`config.mk`:
```
export PLATFORM = sky130hd
export DESIGN_NAME = sdram_req_scheduler_flat
export DESIGN_NICKNAME = d
export VERILOG_FILES = /design/src/rtl/sdram_req_scheduler_if.sv /design/src/rtl/sdram_req_scheduler.sv /design/src/flat_wrapper.sv
export SDC_FILE = /design/constraint.sdc
export NUM_CORES = 1
export LEC_CHECK = 0
export BUFFER_PORTS_ARGS = -buffer_cell sky130_fd_sc_hd__buf_2
export CELL_PAD_IN_SITES_DETAIL_PLACEMENT = 1
export CELL_PAD_IN_SITES_GLOBAL_PLACEMENT = 1
export CORE_AREA = 2 2 243 245
export DETAILED_ROUTE_END_ITERATION = 8
export DIE_AREA = 0 0 245 247
export PLACE_DENSITY_LB_ADDON = 0.1
export REMOVE_ABC_BUFFERS = 1
export SKIP_LAST_GASP = 1
export SLEW_MARGIN = 10
export SYNTH_ARGS = -nofsm -noshare
export SYNTH_HDL_FRONTEND = slang
export SYNTH_SLANG_ARGS = --single-unit
```
`constraint.sdc`:
```
create_clock -name clk -period 9.7 [get_ports clk]
set_input_delay 0.485 -clock clk [delete_from_list [all_inputs] [get_ports clk]]
set_output_delay 0.485 -clock clk [all_outputs]
set_load 0.01 [all_outputs]
```
`src/rtl/sdram_req_scheduler_if.sv`:
```
// Requester and SDRAM-controller bus for sdram_req_scheduler.
// Stats outputs exist only when SDRAM_SCHED_STATS_EN is defined.
interface sdram_req_scheduler_if #(
   parameter int ADDR_W = 22,
   parameter int DATA_W = 128
);
   logic              lb_req;
   logic [ADDR_W-1:0] lb_addr;
   logic              lb_ac;
   logic              pcm_req;
   logic [ADDR_W-1:0] pcm_addr;
   logic              pcm_ac;
   logic              bg_req;
   logic              bg_we;
   logic [ADDR_W-1:0] bg_addr;
   logic [DATA_W-1:0] bg_wrdata;
   logic              bg_ac;
   logic [DATA_W-1:0] rd_data;
   logic              busy;
   logic              timeout_err;
   logic [ADDR_W-1:0] ar_addr;
   logic [15:0]       ar_be;
   logic              ar_read;
   logic              ar_write;
   logic [DATA_W-1:0] ar_wrdata;
   logic              ar_ac;
   logic [DATA_W-1:0] ar_rddata;
`ifdef SDRAM_SCHED_STATS_EN
   logic [31:0]       lb_grants;
   logic [31:0]       pcm_grants;
   logic [31:0]       bg_grants;
   logic [31:0]       timeout_count;
`endif

   // slave = scheduler side, master = requesters plus controller side
   modport slave (
      input  lb_req, lb_addr, pcm_req, pcm_addr, bg_req, bg_we, bg_addr, bg_wrdata,
      input  ar_ac, ar_rddata,
      output lb_ac, pcm_ac, bg_ac, rd_data, busy, timeout_err,
      output ar_addr, ar_be, ar_read, ar_write, ar_wrdata
`ifdef SDRAM_SCHED_STATS_EN
      , output lb_grants, pcm_grants, bg_grants, timeout_count
`endif
   );

   modport master (
      output lb_req, lb_addr, pcm_req, pcm_addr, bg_req, bg_we, bg_addr, bg_wrdata,
      output ar_ac, ar_rddata,
      input  lb_ac, pcm_ac, bg_ac, rd_data, busy, timeout_err,
      input  ar_addr, ar_be, ar_read, ar_write, ar_wrdata
`ifdef SDRAM_SCHED_STATS_EN
      , input lb_grants, pcm_grants, bg_grants, timeout_count
`endif
   );
endinterface

```
`src/rtl/sdram_req_scheduler.sv`:
```
// Single-transaction SDRAM port arbiter: lb > pcm > bg with bg starvation promotion and ack watchdog.
// Optional grant/abort counters enabled by defining SDRAM_SCHED_STATS_EN.
module sdram_req_scheduler #(
   parameter int ADDR_W          = 22,
   parameter int DATA_W          = 128,
   parameter int BG_STARVE_LIMIT = 64,
   parameter int ACK_TIMEOUT     = 255
) (
   input logic                  clk,
   input logic                  reset,
   input logic                  enable,
   sdram_req_scheduler_if.slave bus
);
   typedef enum logic [1:0] {IDLE, ISSUE, DONE, GAP} state_t;
   typedef enum logic [1:0] {OWN_LB, OWN_PCM, OWN_BG} owner_t;

   localparam int WD_W = $clog2(ACK_TIMEOUT + 1);
   localparam int SV_W = $clog2(BG_STARVE_LIMIT + 1);

   state_t            state;
   owner_t            owner;
   owner_t            pick;
   logic [WD_W-1:0]   wdog;
   logic [SV_W-1:0]   starve_cnt;
   logic              starve;
   logic              any_req;
   logic              grant;
   logic              complete;
   logic              abort;
   logic              bg_owner;

   logic              lb_ac, pcm_ac, bg_ac, busy, timeout_err, ar_read, ar_write;
   logic [ADDR_W-1:0] ar_addr;
   logic [DATA_W-1:0] ar_wrdata, rd_data;

   assign any_req  = bus.lb_req | bus.pcm_req | bus.bg_req;
   assign grant    = (state == IDLE) && enable && any_req;
   // ack on the watchdog's last cycle still counts as success
   assign complete = (state == ISSUE) && bus.ar_ac;
   assign abort    = (state == ISSUE) && !bus.ar_ac && (wdog == WD_W'(ACK_TIMEOUT - 1));
   assign starve   = (starve_cnt == SV_W'(BG_STARVE_LIMIT));
   assign bg_owner = busy && (owner == OWN_BG);

   always_comb begin
      pick = OWN_BG;
      if (bus.lb_req)                 pick = OWN_LB;
      else if (starve && bus.bg_req)  pick = OWN_BG;
      else if (bus.pcm_req)           pick = OWN_PCM;
   end

   always_ff @(posedge clk or posedge reset) begin
      if (reset) begin
         starve_cnt <= '0;
      end else if (!bus.bg_req || (grant && pick == OWN_BG)) begin
         starve_cnt <= '0;
      end else if (!bg_owner && !starve) begin
         starve_cnt <= starve_cnt + 1'b1;
      end
   end

   always_ff @(posedge clk or posedge reset) begin
      if (reset) begin
         state       <= IDLE;
         owner       <= OWN_LB;
         wdog        <= '0;
         lb_ac       <= 1'b0;
         pcm_ac      <= 1'b0;
         bg_ac       <= 1'b0;
         busy        <= 1'b0;
         timeout_err <= 1'b0;
         ar_read     <= 1'b0;
         ar_write    <= 1'b0;
         ar_addr     <= '0;
         ar_wrdata   <= '0;
         rd_data     <= '0;
      end else begin
         lb_ac       <= 1'b0;
         pcm_ac      <= 1'b0;
         bg_ac       <= 1'b0;
         timeout_err <= 1'b0;
         case (state)
            IDLE: if (grant) begin
               owner <= pick;
               busy  <= 1'b1;
               wdog  <= '0;
               state <= ISSUE;
               case (pick)
                  OWN_LB: begin
                     ar_addr <= bus.lb_addr;
                     ar_read <= 1'b1;
                  end
                  OWN_PCM: begin
                     ar_addr <= bus.pcm_addr;
                     ar_read <= 1'b1;
                  end
                  default: begin
                     ar_addr   <= bus.bg_addr;
                     ar_wrdata <= bus.bg_wrdata;
                     ar_read   <= !bus.bg_we;
                     ar_write  <= bus.bg_we;
                  end
               endcase
            end
            ISSUE: begin
               if (complete) begin
                  if (ar_read) rd_data <= bus.ar_rddata;
                  ar_read  <= 1'b0;
                  ar_write <= 1'b0;
                  state    <= DONE;
                  case (owner)
                     OWN_LB:  lb_ac  <= 1'b1;
                     OWN_PCM: pcm_ac <= 1'b1;
                     default: bg_ac  <= 1'b1;
                  endcase
               end else if (abort) begin
                  ar_read     <= 1'b0;
                  ar_write    <= 1'b0;
                  timeout_err <= 1'b1;
                  state       <= GAP;
               end else begin
                  wdog <= wdog + 1'b1;
               end
            end
            DONE: state <= GAP;
            GAP: begin
               busy  <= 1'b0;
               state <= IDLE;
            end
            default: state <= IDLE;
         endcase
      end
   end

   assign bus.lb_ac       = lb_ac;
   assign bus.pcm_ac      = pcm_ac;
   assign bus.bg_ac       = bg_ac;
   assign bus.busy        = busy;
   assign bus.timeout_err = timeout_err;
   assign bus.ar_read     = ar_read;
   assign bus.ar_write    = ar_write;
   assign bus.ar_addr     = ar_addr;
   assign bus.ar_wrdata   = ar_wrdata;
   assign bus.rd_data     = rd_data;
   assign bus.ar_be       = 16'hFFFF;

`ifdef SDRAM_SCHED_STATS_EN
   logic [31:0] lb_grants, pcm_grants, bg_grants, timeout_count;

   always_ff @(posedge clk or posedge reset) begin
      if (reset) begin
         lb_grants     <= '0;
         pcm_grants    <= '0;
         bg_grants     <= '0;
         timeout_count <= '0;
      end else begin
         if (complete && owner == OWN_LB  && lb_grants  != '1) lb_grants  <= lb_grants + 1'b1;
         if (complete && owner == OWN_PCM && pcm_grants != '1) pcm_grants <= pcm_grants + 1'b1;
         if (complete && owner == OWN_BG  && bg_grants  != '1) bg_grants  <= bg_grants + 1'b1;
         if (abort && timeout_count != '1) timeout_count <= timeout_count + 1'b1;
      end
   end

   assign bus.lb_grants     = lb_grants;
   assign bus.pcm_grants    = pcm_grants;
   assign bus.bg_grants     = bg_grants;
   assign bus.timeout_count = timeout_count;
`endif
endmodule

```
`src/flat_wrapper.sv`:
```
// flat-port wrapper written by rule: the top's interface ports become plain ports
module sdram_req_scheduler_flat 
#(
   parameter int ADDR_W          = 22,
   parameter int DATA_W          = 128,
   parameter int BG_STARVE_LIMIT = 64,
   parameter int ACK_TIMEOUT     = 255
)
  (clk, reset, enable, bus_lb_req, bus_lb_addr, bus_pcm_req, bus_pcm_addr, bus_bg_req, bus_bg_we, bus_bg_addr, bus_bg_wrdata, bus_ar_ac, bus_ar_rddata, bus_lb_ac, bus_pcm_ac, bus_bg_ac, bus_rd_data, bus_busy, bus_timeout_err, bus_ar_addr, bus_ar_be, bus_ar_read, bus_ar_write, bus_ar_wrdata);
  sdram_req_scheduler_if #(.ADDR_W(ADDR_W), .DATA_W(DATA_W)) bus_i ();
  input logic clk;
  input logic reset;
  input logic enable;
  input wire logic [$bits(bus_i.lb_req)-1:0] bus_lb_req;
  input wire logic [$bits(bus_i.lb_addr)-1:0] bus_lb_addr;
  input wire logic [$bits(bus_i.pcm_req)-1:0] bus_pcm_req;
  input wire logic [$bits(bus_i.pcm_addr)-1:0] bus_pcm_addr;
  input wire logic [$bits(bus_i.bg_req)-1:0] bus_bg_req;
  input wire logic [$bits(bus_i.bg_we)-1:0] bus_bg_we;
  input wire logic [$bits(bus_i.bg_addr)-1:0] bus_bg_addr;
  input wire logic [$bits(bus_i.bg_wrdata)-1:0] bus_bg_wrdata;
  input wire logic [$bits(bus_i.ar_ac)-1:0] bus_ar_ac;
  input wire logic [$bits(bus_i.ar_rddata)-1:0] bus_ar_rddata;
  output wire logic [$bits(bus_i.lb_ac)-1:0] bus_lb_ac;
  output wire logic [$bits(bus_i.pcm_ac)-1:0] bus_pcm_ac;
  output wire logic [$bits(bus_i.bg_ac)-1:0] bus_bg_ac;
  output wire logic [$bits(bus_i.rd_data)-1:0] bus_rd_data;
  output wire logic [$bits(bus_i.busy)-1:0] bus_busy;
  output wire logic [$bits(bus_i.timeout_err)-1:0] bus_timeout_err;
  output wire logic [$bits(bus_i.ar_addr)-1:0] bus_ar_addr;
  output wire logic [$bits(bus_i.ar_be)-1:0] bus_ar_be;
  output wire logic [$bits(bus_i.ar_read)-1:0] bus_ar_read;
  output wire logic [$bits(bus_i.ar_write)-1:0] bus_ar_write;
  output wire logic [$bits(bus_i.ar_wrdata)-1:0] bus_ar_wrdata;
  assign bus_i.lb_req = bus_lb_req;
  assign bus_i.lb_addr = bus_lb_addr;
  assign bus_i.pcm_req = bus_pcm_req;
  assign bus_i.pcm_addr = bus_pcm_addr;
  assign bus_i.bg_req = bus_bg_req;
  assign bus_i.bg_we = bus_bg_we;
  assign bus_i.bg_addr = bus_bg_addr;
  assign bus_i.bg_wrdata = bus_bg_wrdata;
  assign bus_i.ar_ac = bus_ar_ac;
  assign bus_i.ar_rddata = bus_ar_rddata;
  assign bus_lb_ac = bus_i.lb_ac;
  assign bus_pcm_ac = bus_i.pcm_ac;
  assign bus_bg_ac = bus_i.bg_ac;
  assign bus_rd_data = bus_i.rd_data;
  assign bus_busy = bus_i.busy;
  assign bus_timeout_err = bus_i.timeout_err;
  assign bus_ar_addr = bus_i.ar_addr;
  assign bus_ar_be = bus_i.ar_be;
  assign bus_ar_read = bus_i.ar_read;
  assign bus_ar_write = bus_i.ar_write;
  assign bus_ar_wrdata = bus_i.ar_wrdata;
  sdram_req_scheduler #(.ADDR_W(ADDR_W), .DATA_W(DATA_W), .BG_STARVE_LIMIT(BG_STARVE_LIMIT), .ACK_TIMEOUT(ACK_TIMEOUT)) u_core (.clk(clk), .reset(reset), .enable(enable), .bus(bus_i));
endmodule
```
======== Yosys cells after proc, flatten, opt, wreduce, memory -nomap -nowiden ========
Cells that the tools add are included.
word-level totals
  input port bits ......................... 330
  word-level logic and storage cells ...... 100
  flip-flop bits (word level) ............. 304
operators by class
  $add $sub $neg .......................... 2
  eq/ne operators ......................... 14
  muxes and demuxes ....................... 36
  reduce and logical (&&, ||, !) cells .... 31
  bitwise operators ....................... 3
operator list
  kind                                                   number
  case mux 22 bit (2 select lines)                       1
  2-to-1 mux 8 bit                                       3
  2-to-1 mux 1 bit                                       19
  case mux 8 bit (2 select lines)                        1
  2-to-1 mux 7 bit                                       2
  2-to-1 mux 2 bit                                       6
  logical AND 1 bit                                      9
  AND reduction 3 bit                                    3
  adder 8 x 1 -> 8 bit, second input constant            1
  equality test 2 bit, second input constant             4
  equality test 8 bit, second input constant             1
  case mux 2 bit (4 select lines)                        1
  AND reduction 4 bit                                    2
  adder 7 x 1 -> 7 bit, second input constant            1
  equality test 7 bit, second input constant             1
  equality test 2 x 1 -> 1 bit, second input constant    3
  logical NOT 2 bit                                      3
  inequality test 2 bit, second input constant           3
  case mux 1 bit (2 select lines)                        3
  AND reduction 2 bit                                    3
  nonzero test 2 bit                                     3
  logical NOT 1 bit                                      5
  OR reduction 2 bit                                     2
  inequality test 3 x 1 -> 1 bit, second input constant  1
  other kinds (4)                                        5

======== Logic depth before layout (Yosys ltp) ========
  word-level depth ........................ 9
  mapped depth ............................ 8
  mapped depth without buffers ............ 6

======== Worst setup path before layout ========
Ideal clock, no wire load.
  path type ............................... in2reg
  from .................................... input bus_bg_req
  to ...................................... register u_core.ar_wrdata[100], in the netlist u_core.bus.ar_wrdata[100]
  path buffers ............................ 3
  cell stages on the path ................. 7
  data arrival time ....................... 1.847 ns
  data required time ...................... 9.575 ns
  slack ................................... 7.728 ns
  cell sequence ........................... buf_2 -> o311ai_4 -> nor2_2 -> nand2b_4 -> buf_12 -> buf_12 -> mux2_4
on the way
  word-level cells in the longest chain between the ends .. 7
  elaborated cells between the ends (all ways) .. 10
ends and longest elaborated chain
  item                                                                      line                       source
  start, declared                                                           flat_wrapper.sv:18         input wire logic [$bits(bus_i.bg_req)-1:0] bus_bg_req;
  logical AND 1 bit                                                         sdram_req_scheduler.sv:47  else if (starve && bus.bg_req) pick = OWN_BG;
  2-to-1 mux 2 bit                                                          sdram_req_scheduler.sv:47
  2-to-1 mux 2 bit                                                          sdram_req_scheduler.sv:46  if (bus.lb_req) pick = OWN_LB;
  equality test 2 x 1 -> 1 bit / logical NOT 2 bit (equally long branches)  sdram_req_scheduler.sv:87  case (pick)
  OR reduction 2 bit (no line)                                              -
  NOT 1 bit (no line)                                                       -
  AND reduction 3 bit (no line) (*)                                         -
  end signal, assigned                                                      sdram_req_scheduler.sv:98  ar_wrdata <= bus.bg_wrdata;
  end, declared                                                             sdram_req_scheduler.sv:34  logic [DATA_W-1:0] ar_wrdata, rd_data;
Every way passes the cells marked *; elsewhere a longest branch is shown, timed or not.
A chain may end at the register's enable or synchronous reset.

======== Final worst setup path ========
  from .................................... register u_core.state[1]
  to ...................................... register u_core.rd_data[78], in the netlist u_core.bus.rd_data[78]
on the way
  word-level cells in the longest chain between the ends .. 3
ends and longest elaborated chain
  item                               line                                                  source
  start, declared                    sdram_req_scheduler.sv:20                             state_t state;
  start signal, assigned             sdram_req_scheduler.sv:63                             state <= IDLE;
  start signal, assigned             sdram_req_scheduler.sv:86                             state <= ISSUE;
  start signal, assigned             sdram_req_scheduler.sv:109                            state <= DONE;
  equality test 2 x 1 -> 1 bit (*)   sdram_req_scheduler.sv:39, sdram_req_scheduler.sv:81
  logical AND 1 bit                  sdram_req_scheduler.sv:39                             assign complete = (state == ISSUE) && bus.ar_ac;
  AND reduction 3 bit (no line) (*)  -
  end signal, assigned               sdram_req_scheduler.sv:106                            if (ar_read) rd_data <= bus.ar_rddata;
  end, declared                      sdram_req_scheduler.sv:34
Marks and branches as above.

==> run_results.csv <==
group,metric,value,unit
synthesis,yosysTopAreaCell,"dfrtp_1",
timing,layout_worst_path_cycle_share,0.315,
detailed_routing,vias_per_cell,4.09,
global_route,grt_start_max_net_pins,132,
synthesis,synth_edf_count,0,
detailed_routing,wl_per_cell,20.0,um
power,p_leak,9.30,nW
cts,cts_setup_buffers,0,
setup_path,crit_arrival,3.49,ns
timing,finalClockSkew,0.0124,ns
floorplan,die_area,60500,um2
synthesis,syn_area_per_cell,15.1,um2
cts,clkTransAtPathRegs,0.06,ns
timing,whs,0.163,ns
timing,max_clock_freq,327,MHz
setup_path,crit_fanout,65,
detailed_routing,wirelength,45.4,mm
timing,tightest_slew,1.11,ns
cells_and_area,drive_above_1_share,0.631,
synthesis,synth_commonest_cells,"dfrtp_1 (304), mux2_2 (148), mux2_4 (109), nand2_1 (34), o21ai_0 (31)",
global_route,grt_pass1_vias,9669,
synthesis,synth_cell_type_count,53,
power,vdd_drop_max,0.110,mV
power,clkPwrFrac,0.250,
timing,setup_viol,0,
cts,numCtsBuffers,40,
cts,cts_max_path_buffers,3,
global_route,grt_pass1_wl,65.5,mm
worst_hold_path,hold_class,"in2reg",
detailed_routing,antenna_left,0,
power,powerDensity,314,nW/um2
placed_design,dp_slack,6.57,ns
synthesis,netlist_area,12800,um2
detailed_routing,drc,0,
timing,slew_headroom,0.258,
placed_design,dp_hpwl,34.3,mm
floorplan,die_y,247,um
placed_design,globalplace.congestion,0.752,
worst_hold_path,hold_end,"u_core.bus.rd_data[94]",
floorplan,ioPinCount,631,
setup_path,path_class,"reg2reg",
synthesis,synthArstFlopShare,1.00,
job,cap_violations,0,
setup_path,reg2reg_slack,6.64,ns
worst_hold_path,min_delay_path_depth,2,
timing,maxSlewViolCount,0,
synthesis,synthCells,851,
cts,cts-root-buf,"clkbuf_16",
power,switching_share,0.334,
timing,fin_tns_setup,0,ns
cts,h-tree-depth,2,
worst_hold_path,hold_path_startpoint,"bus_ar_rddata[94]",
power,combPwrFrac,0.365,
synthesis,yosysMostFrequentCell,"dfrtp_1",
cts,cts.repair.resized,0,
floorplan,die_w,245,um
detailed_routing,vias,9277,
setup_path,start_kind,"flip-flop",
power,p_seq_frac,0.385,
setup_path,r2r-end,"u_core.bus.rd_data[78]",
global_route,grt-ovfl-total,0,
global_route,antenna_found_initial,14,
cts,postCtsHoldBufs,0,
cts,insertion_delay,0.55,ns
detailed_routing,first_pass_iters,4,
status,status,"finished clean",
detailed_routing,dr.first_iter.drc_count,277,
synthesis,ys.flop_type,"dfrtp_1",
synthesis,synth_top_cell_area_share,0.594,
power,p_sw,1.86,mW
cells_and_area,area_growth,38.2,%
synthesis,yosys_warnings,0,
timing,final-hold-violation-count,0,
cells_and_area,num-nets-final,1808,
setup_path,required,10.13,ns
timing,post-route-min-period,3.06,ns
floorplan,row_count,89,
placed_design,port_buffers,614,
setup_path,crit_path_end_kind,"flip-flop",
cts,cts.sinks,304,
floorplan,initial_core_util,0.220,
timing,rsz0062_at_grt,"no",
synthesis,synth_top_cells_by_area,"dfrtp_1 (59%), mux2_2 (13%), mux2_4 (13%), buf_12 (1.7%), a211oi_1 (1.2%)",
synthesis,ys_seq_area_frac,0.594,
power,internal_power,3.71,mW
timing,setup_ws,6.64,ns
floorplan,coreArea,58200,um2
cells_and_area,final_util,0.304,
power,total_power,5.57,mW
setup_path,worst_r2r_path_depth,5,
cts,cts_tree,"built",
synthesis,ys_ff_latch,304,
setup_path,r2r_start,"u_core.state[1]",
global_route,grt_use_total,0.145,
per-stage QoR:
| stage | std cells | instance area [um2] |
|---|---|---|
| global route | 2268 | 17700 |
| CTS | 2267 | 17700 |
| finish | 2269 | 17700 |
| global placement | 2201 | 16500 |
| detailed placement | 2201 | 16500 |
| floorplan | 805 | 12400 |
registers in the layout, summed over array words and instances (netlist names), 2 cells and up:
signal,cells
u_core.bus.ar_wrdata,128
u_core.bus.rd_data,128
u_core.wdog,8
u_core.state,2
u_core.owner,2
u_core.bus.ar_addr,22
u_core.starve_cnt,7
critical path, stage by stage (launching register included):
cell	delay [ns]
dfrtp_1	0.40
inv_1	0.10
ha_1	0.41
nand3_4	0.79
buf_4	0.72
mux2_2	0.40
worst max-delay path by stage:
stage / startpoint / end / slack (ns) / cells past startpoint
floorplan: reset / u_core.bus.ar_addr[0] / 0.81 / 1
global placement: bus_lb_req / u_core.bus.ar_wrdata[17] / 6.58 / 7
detailed placement: u_core.state[1] / u_core.bus.rd_data[78] / 6.57 / 5
CTS: u_core.state[1] / u_core.bus.rd_data[47] / 6.56 / 5
global route: u_core.state[1] / u_core.bus.rd_data[47] / 6.33 / 5
finish: u_core.state[1] / u_core.bus.rd_data[78] / 6.64 / 5
power groups by stage:
stage	Sequential (mW)	Clock [mW]	Combinational, mW
final	2.14	1.39	2.03
after global routing	2.23	1.52	2.20
after CTS	2.15	1.47	2.09
after detailed placement	2.16	0	2.09
after global placement	2.15	0	2.07
after floorplan	2.42	0	0.842
routing by layer:
metal / vias up / share of wire / GRT usage
met4: 14 / 0.020 / 0.0364
li1: 4212 / - / -
met1: 4630 / 0.39 / 0.170
met2: 349 / 0.49 / 0.248
met5: - / 0.0018 / 0
met3: 72 / 0.090 / 0.0574
cells by family after synthesis:
family / count (synthesis) / share of synthesized area
compound gates: 101 / 0.0513
fa+ha+maj: 8 / 0.00781
simple gates: 102 / 0.0417
other cells: 1 / 0.000293
xor+xnor: 5 / 0.00342
flops: 304 / 0.594
mux: 259 / 0.259
buf+inv: 71 / 0.0427
layout by cell type (no fill, tap or decap), types with 7 or more instances in the layout:
cell type / instances
a211oi_1: 21
a21oi_1: 9
buf_2: 614
buf_4: 9
clkbuf_1: 13
clkbuf_16: 41
clkbuf_8: 7
conb_1: 16
dfrtp_1: 304
ha_1: 8
inv_1: 9
mux2_2: 148
mux2_4: 109
nand2_1: 34
nor2_1: 12
nor2b_1: 21
o21ai_0: 31
o21ai_1: 15
area by class of cell:
cell class,count,area [um2]
Fill cell,6507,40500
Inverter,10,45.0
Timing Repair Buffer,623,3140
Sequential cell,304,7610
Antenna cell,2,5.00
Clock inverter,5,35.0
Tap cell,773,967
Multi-Input combinational cell,491,4740
Clock buffer,61,1170
(Power assumes the default switching activity.)
